`config.mk`:
```
export PLATFORM = sky130hd
export DESIGN_NAME = nanorv32_dbg_ctrl
export DESIGN_NICKNAME = d
export VERILOG_FILES = /design/src/rtl/nanorv32_dbg_pkg.sv /design/src/rtl/nanorv32_dbg_bkpt_cmp.sv /design/src/rtl/nanorv32_dbg_ctrl.sv
export SDC_FILE = /design/constraint.sdc
export NUM_CORES = 1
export LEC_CHECK = 0
export ABC_AREA = 1
export CORE_UTILIZATION = 28
export CTS_CLUSTER_SIZE = 25
export DETAILED_ROUTE_END_ITERATION = 8
export HOLD_SLACK_MARGIN = 0.05
export PLACE_DENSITY = 0.83
export RECOVER_POWER = 100
export SLEW_MARGIN = 20
export SYNTH_ARGS = -nofsm -noshare
export SYNTH_HDL_FRONTEND = slang
export SYNTH_HIERARCHICAL = 1
export SYNTH_SLANG_ARGS = --single-unit
export TNS_END_PERCENT = 50
```
`constraint.sdc`:
```
create_clock -name clk_apb -period 1.5 [get_ports clk_apb]
set_clock_uncertainty 0.1 [all_clocks]
set_input_delay 0.3 -clock clk_apb [delete_from_list [all_inputs] [get_ports clk_apb]]
set_output_delay 0.3 -clock clk_apb [all_outputs]
set_load 0.05 [all_outputs]
```
`src/rtl/nanorv32_dbg_pkg.sv`:
```
`default_nettype none
// ============================================================================
// Module   : nanorv32_dbg_pkg
// Purpose  : Shared definitions for the nanorv32 debug run-control
//            sequencer: FSM state encoding and halt cause codes.
// Ports    : none (package)
// Revision : 1.0 - initial release
// ============================================================================
package nanorv32_dbg_pkg;

  typedef enum logic [1:0] {
    DBG_RUN    = 2'd0,
    DBG_DRAIN  = 2'd1,
    DBG_HALTED = 2'd2
  } dbg_state_e;

  localparam logic [1:0] DBG_CAUSE_NONE  = 2'd0;
  localparam logic [1:0] DBG_CAUSE_BKPT0 = 2'd1;
  localparam logic [1:0] DBG_CAUSE_BKPT1 = 2'd2;
  localparam logic [1:0] DBG_CAUSE_STEP  = 2'd3;

endpackage
`default_nettype wire

```
`src/rtl/nanorv32_dbg_bkpt_cmp.sv`:
```
`default_nettype none
// ============================================================================
// Module   : nanorv32_dbg_bkpt_cmp
// Purpose  : Single breakpoint comparator. Matches a halfword-aligned
//            instruction PC against a breakpoint address; bit 0 of both
//            operands is ignored.
// Ports    : enable  in  1   comparator enable
//            addr    in  32  breakpoint address
//            pc      in  32  issue-stage PC
//            hit     out 1   enable & address match
// Revision : 1.0 - initial release
// ============================================================================
module nanorv32_dbg_bkpt_cmp
  import nanorv32_dbg_pkg::*;
(
  input  logic        enable,
  input  logic [31:0] addr,
  input  logic [31:0] pc,
  output logic        hit
);

  // Bit 0 carries no address information (instructions are halfword aligned).
  logic unused_lsb;
  assign unused_lsb = addr[0] ^ pc[0];

  assign hit = enable & (pc[31:1] == addr[31:1]);

endmodule
`default_nettype wire

```
`src/rtl/nanorv32_dbg_ctrl.sv`:
```
`default_nettype none
// ============================================================================
// Module   : nanorv32_dbg_ctrl
// Purpose  : Debug run-control sequencer. Blocks issue on a breakpoint hit
//            or after a single step, drains the pipeline, reports the halt
//            and its cause, and returns to RUN on a resume pulse.
// Config   : NANORV32_DBG_BKPT1_EN - when defined, builds the breakpoint-1
//            comparator; otherwise hit1 is tied low and bkpt1_addr_r unused.
// Ports    : clk_apb             in  1   clock
//            rst_apb_n           in  1   async active-low reset
//            dbgctrl_stepping_r  in  1   step mode
//            dbgctrl_bkp0_r      in  1   breakpoint 0 enable
//            bkpt0_addr_r        in  32  breakpoint 0 address
//            bkpt1_addr_r        in  32  breakpoint 1 address, bit0 = enable
//            cpu_issue_valid     in  1   issue stage valid
//            cpu_issue_pc        in  32  issue stage PC
//            cpu_pipe_empty      in  1   nothing in flight past issue
//            dbg_resume_req      in  1   resume pulse
//            dbg_issue_block     out 1   combinational issue block
//            dbg_halt_req        out 1   DRAIN or HALTED
//            dbg_halted          out 1   HALTED
//            dbg_cause           out 2   halt cause
//            dbg_halt_irq        out 1   one-cycle pulse on HALTED entry
// Revision : 1.0 - initial release
// ============================================================================
module nanorv32_dbg_ctrl
  import nanorv32_dbg_pkg::*;
(
  input  logic        clk_apb,
  input  logic        rst_apb_n,
  input  logic        dbgctrl_stepping_r,
  input  logic        dbgctrl_bkp0_r,
  input  logic [31:0] bkpt0_addr_r,
  input  logic [31:0] bkpt1_addr_r,
  input  logic        cpu_issue_valid,
  input  logic [31:0] cpu_issue_pc,
  input  logic        cpu_pipe_empty,
  input  logic        dbg_resume_req,
  output logic        dbg_issue_block,
  output logic        dbg_halt_req,
  output logic        dbg_halted,
  output logic [1:0]  dbg_cause,
  output logic        dbg_halt_irq
);

  dbg_state_e state_q, state_d;
  logic [1:0] cause_q, cause_d;
  logic       skip_q, skip_d;
  logic       halt_req_q, halted_q, halt_irq_q, halt_irq_d;

  logic cmp0_hit, cmp1_hit;
  logic hit0, hit1;
  logic hit_counted;
  logic issue_block;

  nanorv32_dbg_bkpt_cmp u_bkpt0_cmp (
    .enable (dbgctrl_bkp0_r),
    .addr   (bkpt0_addr_r),
    .pc     (cpu_issue_pc),
    .hit    (cmp0_hit)
  );

`ifdef NANORV32_DBG_BKPT1_EN
  nanorv32_dbg_bkpt_cmp u_bkpt1_cmp (
    .enable (bkpt1_addr_r[0]),
    .addr   (bkpt1_addr_r),
    .pc     (cpu_issue_pc),
    .hit    (cmp1_hit)
  );
`else
  logic [31:0] unused_bkpt1;
  assign unused_bkpt1 = bkpt1_addr_r;
  assign cmp1_hit     = 1'b0;
`endif

  assign hit0 = cpu_issue_valid & cmp0_hit;
  assign hit1 = cpu_issue_valid & cmp1_hit;
  // Right after a resume the instruction sitting on the breakpoint must be
  // allowed through once, so hits are masked until the next issue fire.
  assign hit_counted = ~skip_q & (hit0 | hit1);

  always_comb begin
    state_d     = state_q;
    cause_d     = cause_q;
    skip_d      = skip_q;
    halt_irq_d  = 1'b0;
    issue_block = 1'b0;
    case (state_q)
      DBG_RUN: begin
        if (hit_counted) begin
          // Block in the same cycle so the breakpointed instruction never issues.
          issue_block = 1'b1;
          state_d     = DBG_DRAIN;
          cause_d     = hit0 ? DBG_CAUSE_BKPT0 : DBG_CAUSE_BKPT1;
        end else if (cpu_issue_valid) begin
          // Issue fires here; a step lets this instruction complete first.
          skip_d = 1'b0;
          if (dbgctrl_stepping_r) begin
            state_d = DBG_DRAIN;
            cause_d = DBG_CAUSE_STEP;
          end
        end
      end
      DBG_DRAIN: begin
        issue_block = 1'b1;
        if (cpu_pipe_empty) begin
          state_d    = DBG_HALTED;
          halt_irq_d = 1'b1;
        end
      end
      DBG_HALTED: begin
        issue_block = 1'b1;
        if (dbg_resume_req) begin
          state_d = DBG_RUN;
          cause_d = DBG_CAUSE_NONE;
          skip_d  = 1'b1;
        end
      end
      default: begin
        state_d = DBG_RUN;
      end
    endcase
  end

  always_ff @(posedge clk_apb or negedge rst_apb_n) begin
    if (!rst_apb_n) begin
      state_q    <= DBG_RUN;
      cause_q    <= DBG_CAUSE_NONE;
      skip_q     <= 1'b0;
      halt_req_q <= 1'b0;
      halted_q   <= 1'b0;
      halt_irq_q <= 1'b0;
    end else begin
      state_q    <= state_d;
      cause_q    <= cause_d;
      skip_q     <= skip_d;
      halt_req_q <= (state_d != DBG_RUN);
      halted_q   <= (state_d == DBG_HALTED);
      halt_irq_q <= halt_irq_d;
    end
  end

  assign dbg_issue_block = issue_block;
  assign dbg_halt_req    = halt_req_q;
  assign dbg_halted      = halted_q;
  assign dbg_cause       = cause_q;
  assign dbg_halt_irq    = halt_irq_q;

endmodule
`default_nettype wire
```
==> metrics.log <==
INFO  metric run_status = finished, violations left
INFO  metric violations = negative setup slack
INFO  metric antenna_found_initial = 0
INFO  metric syn-num-nets = 351
INFO  metric period_utilisation_layout = 1.36
INFO  metric detailedRoute.firstPassIterationCount = 4
INFO  metric worstMarginPinSlew = 0.340 ns
INFO  metric n_antenna_cell = 0
INFO  metric synth_edf_count = 0
INFO  metric grt_overflow = 0
INFO  metric detailedPlacementHpwl = 2840 um
INFO  metric drt_drc_violations_left = 0
INFO  metric nets = 440
INFO  metric yosys.area.top_type = sky130_fd_sc_hd__nand2_1
INFO  metric synthesis.area_per_instance = 4.86 um2
INFO  metric timing.critical_path.arrival = 1.64 ns
INFO  metric worst_setup_path_start_kind = input pin
INFO  metric drtIter0Drc = 30
INFO  metric floorplan.initialDensity = 0.293
INFO  metric first_global_vias = 1481
INFO  metric rrSetupSlack = 0.08 ns
INFO  metric critical_path_class = in -> out
INFO  metric number_of_synthesized_register_bits = 8
INFO  metric cts.sinks = 8
INFO  metric core_area = 4030 um2
INFO  metric grt_start_max_net_pins = 9
INFO  metric grt_pass1_wl = 5710 um
INFO  metric postRouteAntennaNets = 0
INFO  metric cell_depth_of_the_worst_flop_to_flop_path = 7
INFO  metric finalSetupViolCount = 5
INFO  metric place_congestion = 0.808
INFO  metric final_util = 0.477
INFO  metric final_hold_viol_count = 0
INFO  metric tritoncts = done
INFO  metric via_count = 1580
INFO  metric hold_buffers = 0
INFO  metric dominantRegCellSynth = sky130_fd_sc_hd__dfrtp_1
INFO  metric async_reset_ff_frac = 1.00
INFO  metric synthDistinctLibCells = 16
INFO  metric maxSlewViolCount = 0
INFO  metric io-pin-count = 109
INFO  metric critical_path.max_fanout = 2
INFO  metric die_area = 4480 um2
INFO  metric cts.root.buffer_cell = sky130_fd_sc_hd__clkbuf_8
INFO  metric post_syn_area = 1180 um2
INFO  metric power_density_over_the_cells = 1000 nW/um2
INFO  metric setup_repair_after_global_routing_missed_its_margin = true
INFO  metric areaGrowthSynthToFinish = 63.0%
INFO  metric slew_headroom = 0.773
INFO  metric placement_rows = 23
INFO  metric yosys-top-cells-area = sky130_fd_sc_hd__nand2_1 (33%), sky130_fd_sc_hd__inv_1 (20%), sky130_fd_sc_hd__dfrtp_1 (17%)
INFO  metric clk_path_buf_depth = 2
INFO  metric most-common-layout-cells = sky130_fd_sc_hd__nand2_1 (99), sky130_fd_sc_hd__inv_1 (57), sky130_fd_sc_hd__buf_2 (46)
INFO  metric synthesis.instances = 243
INFO  metric htree_num_levels = 1
INFO  metric rr_endpoint = dbg_cause[1]$_DFFE_PN0P_
INFO  metric drv.max_cap_violation_count = 0
INFO  metric port_buffers = 74
INFO  metric track_usage = 0.165
INFO  metric final_area = 1920 um2
INFO  metric post_route_cells_drive_above_1_share = 0.327
INFO  metric worstSkewPairLatency = 0.23 ns
INFO  metric endpoint_kind = output pin
INFO  metric regToRegStartpoint = state_q[0]$_DFF_PN0_
INFO  metric clk_transition_reported_paths = 0.04 ns
INFO  metric fmaxAchievable = 490 MHz
INFO  metric hold_class = in -> async
INFO  metric drt-total-wl = 3520 um
INFO  metric max-vdd-ir-drop = 825 uV
INFO  metric die_x = 66.9 um
INFO  metric number_of_vias_per_cell_after_detailed_routing = 4.16
INFO  metric numCtsBuffers = 3
INFO  metric layout_commonest_cell = sky130_fd_sc_hd__nand2_1
INFO  metric die_y = 66.9 um
INFO  metric worst_slack = -0.543 ns
INFO  metric placed_instance_area = 2120 um2
INFO  metric yosys_warnings = 6
INFO  metric min_period = 2.04 ns
INFO  metric timing.critical_path.required = 1.10 ns
INFO  metric post-synth-top-area-fraction = 0.328
INFO  metric synth_sequential_area_ratio = 0.170
INFO  metric drt-wirelength-per-cell = 9.25 um
INFO  metric leakagePower = 0.00126 uW
[stage by stage]
| step | setup TNS (ns) | worst slack (ns) | cells | hold WS [ns] | total power (uW) |
|---|---|---|---|---|---|
| after floorplan | -0.338 | -0.338 | 243 | -0.0956 | 1140 |
| after global placement | -5.23 | -0.904 | 375 | 0.422 | 1830 |
| after detailed placement | -5.37 | -0.907 | 375 | 0.422 | 1860 |
| after CTS | -2.40 | -0.518 | 389 | 0.240 | 2100 |
| after global routing | -2.05 | -0.674 | 380 | 0.329 | 2090 |
| final | -1.14 | -0.543 | 380 | 0.303 | 1920 |
[state kept, by name (all words and copies together), names as in the netlist]
name,count
state_q,2
skip_q,1
dbg_halted,1
dbg_halt_irq,1
dbg_halt_req,1
dbg_cause,2
[cell type report]
class	count	area, um2
tap	50	62.6
timing repair buffer	84	567
fill	451	2110
inverter	65	244
clock buffer	3	41.3
sequential	8	200
multi-input combinational	170	808
[power breakdown]
group	switching (uW)	internal, uW
Combinational	801	519
Clock	88.5	174
Sequential	39.9	301
[Yosys cell counts (2+ instances only)]
library cell,instances
sky130_fd_sc_hd__dfrtp_1,8
sky130_fd_sc_hd__nor2_1,42
sky130_fd_sc_hd__ha_1,5
sky130_fd_sc_hd__nand4_1,3
sky130_fd_sc_hd__nand3_1,4
sky130_fd_sc_hd__o21ai_0,5
sky130_fd_sc_hd__inv_1,64
sky130_fd_sc_hd__nand2_1,103
sky130_fd_sc_hd__nand3_2,2
[logic make-up after synthesis]
kind of cell,share of synthesized area
DFF,0.170
AOI/OAI and AO/OA,0.0392
buffers and inverters,0.207
xor gates and xnor gates,0.00742
adders and majority gates,0.0530
and+or+nand+nor,0.524
[worst max-delay path by stage]
stage	to	cells after the start	slack [ns]	start
finish	dbg_issue_block	13	-0.54	cpu_issue_pc[18]
detailed placement	dbg_issue_block	14	-0.91	bkpt0_addr_r[22]
floorplan	dbg_issue_block	11	-0.34	bkpt0_addr_r[18]
global route	dbg_issue_block	14	-0.67	cpu_issue_pc[29]
CTS	dbg_issue_block	12	-0.52	cpu_issue_pc[15]
global placement	dbg_issue_block	14	-0.90	cpu_issue_pc[7]
[routing by layer]
metal / wire [um] / global-route usage
met1: 1400 / 0.168
met2: 1850 / 0.333
met3: 255 / 0.0394
met4: 16 / 0.0319
met5: 0 / 0
[worst max-delay path, cell delays in order]
cell and delay [ns]:
sky130_fd_sc_hd__buf_2 0.10, sky130_fd_sc_hd__nor2_1 0.09, sky130_fd_sc_hd__nor2_1 0.04, sky130_fd_sc_hd__nor2_1 0.10, sky130_fd_sc_hd__nand2_1 0.07, sky130_fd_sc_hd__nor2_2 0.13
sky130_fd_sc_hd__nand2_1 0.08, sky130_fd_sc_hd__nor2_2 0.13, sky130_fd_sc_hd__nand2_1 0.07, sky130_fd_sc_hd__nor2_2 0.11, sky130_fd_sc_hd__nand2_2 0.09, sky130_fd_sc_hd__a21oi_4 0.17
sky130_fd_sc_hd__buf_12 0.15
[what timing repair did]
action / in CTS / in global routing
setup endpoints to repair: 8 / 8
pin swaps: 99 / 52
setup buffers: 12 / 1
gates resized for setup: 257 / 28
Note: power is estimated with default switching activity, not from simulation.
==> RTL change 1, RTL diff (same settings) <==
Reset style: synchronous (`rst_apb_n`), changed in one clocked block. Comments in the files are not updated.
--- a/src/rtl/nanorv32_dbg_ctrl.sv
+++ b/src/rtl/nanorv32_dbg_ctrl.sv
@@ -122,7 +122,7 @@
     endcase
   end
 
-  always_ff @(posedge clk_apb or negedge rst_apb_n) begin
+  always_ff @(posedge clk_apb) begin
     if (!rst_apb_n) begin
       state_q    <= DBG_RUN;
       cause_q    <= DBG_CAUSE_NONE;
Behaviour: differs if rst_apb_n is asserted again (counterexample within 4 cycles, from zero or initial values and one cycle with rst_apb_n low); with rst_apb_n held inactive, the same outputs for 10 cycles.
==> RTL change 1 against the original RTL <==
The flow still finishes with violations (negative setup slack); non-clock buffer count decreased by 1; setup slack better by 0.12 ns; cell area is 0.85% lower; global-route usage fell by 0.31 points; routed wire length down 5.8%; area after synthesis down 5.0%; sequential cell count stayed put.
Power is not compared: it rests on default switching activity, and its combinational part moved more than twofold at a synthesized area within 25%.
==> RTL change 1: results (changes against the original RTL) <==
layout cell share with drive strength beyond 1 34.5% (+1.7 points); met3 WL 217 um (-15%); dpl cells 366 (-2.4%); number of global-route vias before repair 1,443 (-2.6%); worst hold slack 0.384 ns (+0.0814 ns); WL met2 1.61 mm (-13%); post-synthesis sequential area ratio 14.3% (-2.7 points); run status finished, violations left; Place WS -0.878 ns (+0.0287 ns); CTS-repair resized insts 263 (+2.3%); met1 GRT Util 18.2% (+1.4 points); first-pass GRT wire length 5.58 mm (-2.3%); vias 1,524 (-3.5%); final setup violation count 5 (unchanged); Routed WL 3.31 mm (-5.8%); worst r2r src state_q[0]; post-DP HPWL 2.74 mm (-3.3%); Post-synth top flop dfxtp_1; wl on met1 1.44 mm (+3.2%); Commonest cells post-synth 94 x nand2_1, 61 x inv_1, 40 x nor2_1; drt initial violations 39 (+30%); asr flop ratio synth 0% (-100 points); gpl congestion 0.790 (-2.2%); Rel. slew slack 66.1% (-11 points); Hold Path Class flop to flop; synth top area cells nand2_1 31%, inv_1 20%, dfxtp_1 14%, nor2_1 13%, ha_1 5.6%; nets 432 (-1.8%); Area after DPL 0.00205 sq mm (-3.0%); WL per Instance 8.95 um (-3.3%); Post-CTS Repair Setup Buffers 9 (-3); Worst setup startpoint bkpt0_addr_r[7]; TNS Setup -0.618 ns (+0.518 ns); final setup margin -0.421 ns (+0.121 ns); violated checks negative setup slack; flop2flop setup slack 0.02 ns (-0.06 ns); met2 Track Usage GR 30.7% (-2.7 points); Syn Nets 344 (-2.0%)
RTL change 1: where the power goes:
part / total [mW] / switching [mW] / internal, mW
registers: 0.246 / 0.0107 / 0.236
logic: 0.538 / 0.285 / 0.253
clock network: 0.256 / 0.0828 / 0.174
RTL change 1: final cells by class:
type	instances	area [sq um]
tap	48	60.1
inverter	64	240
multi-input combinational	164	806
fill	409	1840
clock buffer	3	41.3
sequential	8	160
timing repair buffer	83	599
RTL change 1: worst max-delay path, stage by stage:
cell	delay [ns]
buf_2	0.10
nand2_1	0.06
nand2_1	0.05
nor2_2	0.10
nand2_1	0.06
nor2_1	0.12
nand2_1	0.08
nor2_2	0.12
nand4_1	0.19
a21oi_4	0.20
buf_12	0.15
RTL change 1: cells by family after synthesis:
kind of cell	after synthesis	synth area share [%]
compound gates	8	4.58
buf+inv	64	21.4
flops	8	14.3
simple gates	150	53.3
fa+ha+maj	5	5.58
xor+xnor	1	0.781
==> RTL change 2, RTL diff (same settings) <==
Without the edit above. The option `NANORV32_DBG_BKPT1_EN` is turned on by a define.
--- a/src/rtl/nanorv32_dbg_ctrl.sv
+++ b/src/rtl/nanorv32_dbg_ctrl.sv
@@ -23,6 +23,8 @@
 //            dbg_halt_irq        out 1   one-cycle pulse on HALTED entry
 // Revision : 1.0 - initial release
 // ============================================================================
+`define NANORV32_DBG_BKPT1_EN
+
 module nanorv32_dbg_ctrl
   import nanorv32_dbg_pkg::*;
 (
Function: changed (a bounded check fails within 4 cycles, from zero or initial values and one cycle with rst_apb_n low).
==> RTL change 2 against the original RTL <==
The run still ends with negative setup slack left; highest routed layer unchanged; die area rose by 56%; routed wire length rose by 94%; cell area rose by 64%; sequential share of layout area fell by 4.0 points; clock power fell by 2%; maximum frequency rose by 1.7%; largest power group unchanged; setup slack improved by 0.035 ns; sequential power barely moved; power rose by 18%; utilization rose by 1.5 points; register-to-register slack got worse by 0.18 ns; sequential cell count did not move; first-iteration DRC count rose by 130%; area after synthesis rose by 58%.
==> RTL change 2: results (changes against the original RTL) <==
M3 GR Usage 3.36% (-0.58 points); gpl congestion 0.869 (+7.6%); met3 WL 455 um (+78%); synthesized area per cell 4.37 sq um (-9.9%); flop2flop setup slack -0.10 ns (-0.18 ns); Max FO, Critical Path 4 (+2); Place WS -1.02 ns (-0.118 ns); peak supply drop 0.621 mV (-25%); violated checks negative setup slack; Area after DPL 0.00316 sq mm (+49%); XOR/XNOR Fraction of Synth Area 0.942% (+0.20 points); post-DP HPWL 5.25 mm (+85%); first-pass GRT wire length 11.0 mm (+93%); multi-input gate count 296 (+74%); Slew @ Worst Pin 0.384 ns (+0.0445 ns); drt initial violations 69 (+130%); nonclk inv count 121 (+86%); initial antenna violation count 1 (+1); synth top area cells nand2_1 39%, inv_1 24%, nor2_1 16%, dfrtp_1 11%, ha_1 2.7%; post-synthesis compound-gate area fraction 2.83% (-1.1 points); Leak 2.10 nW (+66%); finished layout cell area 0.00315 sq mm (+64%); final setup margin -0.508 ns (+0.0345 ns); Via density 4.35 (+4.5%); layout cell share with drive strength beyond 1 36.0% (+3.3 points); Post-CTS Repair Setup Buffers 21 (+9); final setup violation count 8 (+3); Flop pwr share 15.1% (-2.6 points); run status finished, violations left; nets 662 (+50%); WL met2 3.47 mm (+88%); P per Cell Area 721 mW/mm^2 (-28%); vias 2,743 (+74%); worst hold slack 0.327 ns (+0.0244 ns); Seq/total area 6.36% (-4.0 points); adder-cell share of the synthesized area 2.69% (-2.6 points); dpl cells 617 (+65%); TNS Setup -2.82 ns (-1.68 ns); CTS-repair resized insts 347 (+35%); met1 GRT Util 20.3% (+3.5 points); die area 0.00697 sq mm (+56%); Port-buffer cells 106 (+43%); WP data arrival 1.61 ns (-0.03 ns); number of global-route vias before repair 2,752 (+86%); clk tree area frac 1.31% (-0.83 points); Yosys cell types 15 (-1); gr usage total 19.0% (+2.5 points)
## RTL change 2: cell count changes in the layout (fill, tap and decap cells not counted), moves of 3 or more
cell / unedited run / this run
inv_2: 8 / 20
inv_1: 57 / 101
buf_2: 46 / 31
nand2_4: 1 / 4
buf_4: 8 / 20
nor2_2: 5 / 19
nand2_1: 99 / 161
buf_6: 14 / 37
nor2_1: 37 / 60
nand2_2: 4 / 27
nand4_1: 3 / 0
clkbuf_2: 9 / 28
## RTL change 2: worst max path at each step
stage,start,end,slack (ns),cells after the start
2_1_floorplan,bkpt0_addr_r[18],dbg_issue_block,-0.35,11
3_3_place_gp,cpu_issue_pc[7],dbg_issue_block,-0.99,14
3_5_place_dp,cpu_issue_pc[9],dbg_issue_block,-1.02,14
4_1_cts,cpu_issue_pc[15],dbg_issue_block,-0.52,12
5_1_grt,cpu_issue_pc[31],dbg_issue_block,-0.61,14
6_report,cpu_issue_pc[25],dbg_issue_block,-0.51,13
